===== src/rtl/serial_add_ctrl.sv =====
// Bit-serial adder: one shared full-adder cell walks the operands LSB first and
// presents sum, carry-out and signed overflow once the last bit has been added.

module full_adder (
  input  logic A,
  input  logic B,
  input  logic Cin,
  output logic Sum,
  output logic Cout
);
  assign Sum  = A ^ B ^ Cin;
  assign Cout = (A & B) | (Cin & (A ^ B));
endmodule

module serial_add_ctrl #(
  parameter int WIDTH = 8
) (
  input  logic             clk,
  input  logic             rst,
  input  logic             start,
  input  logic [WIDTH-1:0] a,
  input  logic [WIDTH-1:0] b,
  input  logic             cin,
  output logic             busy,
  output logic             done,
  output logic [WIDTH-1:0] sum,
  output logic             cout,
  output logic             ovf
);
  localparam int CW = $clog2(WIDTH);
  localparam logic [CW-1:0] LAST = CW'(WIDTH - 1);

  typedef enum logic [1:0] {IDLE, SHIFT, DONE} state_t;

  state_t           state;
  logic [WIDTH-1:0] a_sh;
  logic [WIDTH-1:0] b_sh;
  logic [WIDTH-2:0] res_sh;
  logic [WIDTH-1:0] res_full;
  logic             carry;
  logic [CW-1:0]    cnt;
  logic             armed;
  logic             fa_sum;
  logic             fa_cout;

  full_adder u_fa (
    .A   (a_sh[0]),
    .B   (b_sh[0]),
    .Cin (carry),
    .Sum (fa_sum),
    .Cout(fa_cout)
  );

  // The newest sum bit enters at the MSB; after WIDTH shifts the word is aligned.
  assign res_full = {fa_sum, res_sh};

  assign busy = (state == SHIFT);
  assign done = (state == DONE);

  // armed stays low for the first edge after reset so a start coinciding with
  // reset release is never taken.
  always_ff @(posedge clk or posedge rst) begin
    if (rst) begin
      state  <= IDLE;
      a_sh   <= '0;
      b_sh   <= '0;
      res_sh <= '0;
      carry  <= 1'b0;
      cnt    <= '0;
      sum    <= '0;
      cout   <= 1'b0;
      ovf    <= 1'b0;
      armed  <= 1'b0;
    end else begin
      armed <= 1'b1;
      case (state)
        IDLE: begin
          if (start && armed) begin
            a_sh   <= a;
            b_sh   <= b;
            carry  <= cin;
            res_sh <= '0;
            cnt    <= '0;
            state  <= SHIFT;
          end
        end
        SHIFT: begin
          a_sh   <= a_sh >> 1;
          b_sh   <= b_sh >> 1;
          res_sh <= res_full[WIDTH-1:1];
          carry  <= fa_cout;
          if (cnt == LAST) begin
            // carry still holds the carry into the MSB at this point
            sum   <= res_full;
            cout  <= fa_cout;
            ovf   <= carry ^ fa_cout;
            cnt   <= '0;
            state <= DONE;
          end else begin
            cnt <= cnt + 1'b1;
          end
        end
        DONE:    state <= IDLE;
        default: state <= IDLE;
      endcase
    end
  end
endmodule

===== config.mk =====
export PLATFORM = sky130hd
export DESIGN_NAME = serial_add_ctrl
export DESIGN_NICKNAME = d
export VERILOG_FILES = /design/src/rtl/serial_add_ctrl.sv
export SDC_FILE = /design/constraint.sdc
export NUM_CORES = 1
export LEC_CHECK = 0
export ABC_CLOCK_PERIOD_IN_PS = 1750
export CAP_MARGIN = 25
export CORE_MARGIN = 8
export CORE_UTILIZATION = 39
export DETAILED_ROUTE_END_ITERATION = 7
export PLACE_DENSITY = 0.73
export SYNTH_ARGS = -nofsm -noshare
export SYNTH_HDL_FRONTEND = slang
export SYNTH_HIERARCHICAL = 1
export SYNTH_SLANG_ARGS = --single-unit

===== constraint.sdc =====
create_clock -name clk -period 1.75 [get_ports clk]
set_input_delay 0.525 -clock clk [delete_from_list [all_inputs] [get_ports clk]]
set_output_delay 0.525 -clock clk [all_outputs]
set_load 0.05 [all_outputs]

==> impl_metrics.env <==
export IMPL_num_antenna_cells=0
export IMPL_r2r_end="sum[6]"
export IMPL_via_per_inst=5.23
export IMPL_fillCellCount=369
export IMPL_start_util=0.406
export IMPL_max_freq_ghz=0.588
export IMPL_vias=1162
export IMPL_antenna_found_initial=0
export IMPL_die_h_um=83.6
export IMPL_wl_per_cell_um=15.2
export IMPL_syn_cell_area_sq_mm=0.00178
export IMPL_cp_endpoint="done"
export IMPL_clk_latency_ns=0.29
export IMPL_critical_path_class="register to primary output"
export IMPL_grt_pass1_wl_um=6000
export IMPL_min_path_cells=1
export IMPL_yosys_cell_types_count=22
export IMPL_worst_ir_drop_vdd_mv=0.679
export IMPL_setup_viol=0
export IMPL_synthTopCellsByCount="dfrtp_1 (40), nor2b_1 (17), a22oi_1 (15), o2bb2ai_1 (15), a22o_1 (12)"
export IMPL_grt_max_degree=41
export IMPL_ys_warnings_count=6
export IMPL_synth_cells=137
export IMPL_maxSlewViolCount=0
export IMPL_gp_congestion=0.743
export IMPL_hold_path_class="register to register"
export IMPL_startpoint_type="register"
export IMPL_r2r_start="cnt[0]"
export IMPL_syn_area_per_cell_sq_um=13.0
export IMPL_finalNonFillerCells=222
export IMPL_grt_pass1_vias=1255
export IMPL_first_iter_violations=52
export IMPL_tritoncts="yes"
export IMPL_port_buffers=31
export IMPL_htreeDepth=2
export IMPL_gr_total_overflow=0
export IMPL_cts_hold_buf=0
export IMPL_firstDrtPassIters=4
export IMPL_synthAdderAreaFrac=0.0253
export IMPL_place_hpwl_um=2410
export IMPL_cap_violations=0
export IMPL_skew_ns=0.00743
export IMPL_synth_top_area_frac=0.562
export IMPL_startpoint="state[1]"
export IMPL_synth_seq_cells=40
export IMPL_cts_buffers=5
export IMPL_r2r_slack_ns=0.16
export IMPL_rr_worst_depth=4
export IMPL_grt_use_total=0.104
export IMPL_cts_path_max_buffers=2
export IMPL_cpMaxStageDelayCell="dfrtp_1"
export IMPL_drc=0
export IMPL_syn_nets=160
export IMPL_synth_edff_count=0
export IMPL_yosysTopAreaCell="dfrtp_1"
export IMPL_post_cts_buffers=0
export IMPL_rsz0062_at_grt="false"
export IMPL_synth_seq_area_share=0.562
export IMPL_antenna_left=0
export IMPL_leakage_nw=1.04
export IMPL_fp_coreArea_sq_mm=0.00438
export IMPL_async_flop_share=1.00
export IMPL_cts_root_buf="clkbuf_8"
export IMPL_slowest_delay_ns=0.48
export IMPL_synth_top_family_by_area="compound AO/OA/AOI/OAI gates"
export IMPL_drive_above_1_share=0.235
export IMPL_period_share=0.972
export IMPL_clk_pin_slew_ns=0.08
export IMPL_synthTopCellsByArea="dfrtp_1 (56%), o2bb2ai_1 (7.4%), a22oi_1 (6.3%)"
export IMPL_final_area_sq_mm=0.00236
export IMPL_cp_data_required_time_ns=1.22
export IMPL_rows=24
export IMPL_cts_sinks=40
export IMPL_placed_cell_area_sq_mm=0.00225
export IMPL_slew_headroom=0.573
export IMPL_dp_cells=214
export IMPL_cp_cell_sequence="nor2b_4 > buf_4"
export IMPL_cp_end_kind="primary output"
export IMPL_synth_most_common_cell="dfrtp_1"
export IMPL_die_x_um=83.6
export IMPL_place_ws_ns=-0.206
export IMPL_dieArea_sq_mm=0.00698
export IMPL_max_slew_worst_pin_slew_ns=0.639
export IMPL_status="finished clean"
export IMPL_synth_ff_type="dfrtp_1"
export IMPL_arrival_ns=1.18
export IMPL_syn_to_final_growth_pct=32.3
export IMPL_drt_wl_total_um=3370
export IMPL_synthXorXnorAreaFrac=0.00492
export IMPL_layout_setup_ws_ns=0.0497
export IMPL_finalCriticalPeriod_ns=1.70
export IMPL_synthSimpleGateAreaFrac=0.0822
export IMPL_nets=192
export IMPL_muxShareOfSynthArea=0.0632
export IMPL_boundaryPins=32
export IMPL_critPathMaxFanout=7
export IMPL_power_density_mw_per_mm2=1720
export IMPL_hold_viol=0
export IMPL_synth_compound_area_frac=0.209
-- cell usage in the layout, fill, tap and decap left out, types with 5 or more instances in the layout --
master,instances
o2bb2ai_1,15
dfrtp_1,40
a22o_1,12
clkdlybuf4s50_1,19
a22oi_1,15
nor2b_1,15
mux2_2,10
clkbuf_8,5
buf_4,6
buf_12,12
-- kinds of logic (layout without fill, tap and decap cells) --
logic type	count (synthesis)	after routing
other	1	1
AO/OA/AOI/OAI	44	44
adder cells (fa/ha/maj)	3	3
AND/OR/NAND/NOR	24	24
XOR/XNOR	1	1
flip-flops	40	40
buffers and inverters	14	47
multiplexers	10	10
-- flip-flops by register name, indices dropped and copies added, names as in the netlist --
name,count
a_sh,8
b_sh,8
sum,8
res_sh,7
cnt,3
state,2
armed,1
carry,1
cout,1
ovf,1
-- area by class of cell --
cell class	instances	area [sq um]	share of cell area
well taps	52	65.1	0.0276
flip-flops and latches	40	1000	0.425
repair buffers	37	475	0.202
clock buffers	6	72.6	0.0308
multi-input cells	83	699	0.297
inverters	2	7.51	0.00319
clock inverters	2	35.0	0.0149
-- critical path: cells and delay by family, from the launching register on --
| family | cells | cell delay, ns |
|---|---|---|
| and+or+nand+nor | 1 | 0.20 |
| DFF | 1 | 0.48 |
| buffers and inverters | 1 | 0.20 |
-- report_power, final --
group	internal [mW]	switching [mW]	total [mW]
sequential	1.25	0.253	1.50
clock	0.423	0.308	0.731
combinational	0.904	0.908	1.81
-- what timing repair did --
action	4_1_cts	5_1_grt
gates resized for setup	1	0
endpoints found under the setup margin	1	0
endpoints found under the hold margin	0	0
-- worst min path at each step --
| stage | start | end | slack [ns] |
|---|---|---|---|
| 2_1_floorplan | a_sh[4] | a_sh[4] | 0.46 |
| 3_3_place_gp | a_sh[3] | a_sh[3] | 0.47 |
| 3_5_place_dp | a_sh[3] | a_sh[3] | 0.47 |
| 4_1_cts | a_sh[3] | a_sh[3] | 0.50 |
| 5_1_grt | b_sh[6] | b_sh[6] | 0.52 |
| 6_report | a_sh[3] | a_sh[3] | 0.49 |
-- metrics by stage --
stage	hold WS, ns	TNS [ns]	util	power (mW)
after floorplan	0.457	0	-	2.67
final	0.491	0	0.537	4.05
after global placement	0.472	-3.11	0.512	3.28
after detailed placement	0.474	-4.39	0.512	3.36
after global routing	0.522	0	0.537	4.31
after CTS	0.497	0	0.537	4.10
-- routing by layer --
metal	track usage	vias to the layer above	share of wire
met3	0.0449	6	0.065
met2	0.166	30	0.46
met1	0.119	556	0.46
met4	0.0377	0	0.012
li1	-	570	-
met5	0	-	0
Note: power is estimated with default switching activity, not from simulation.
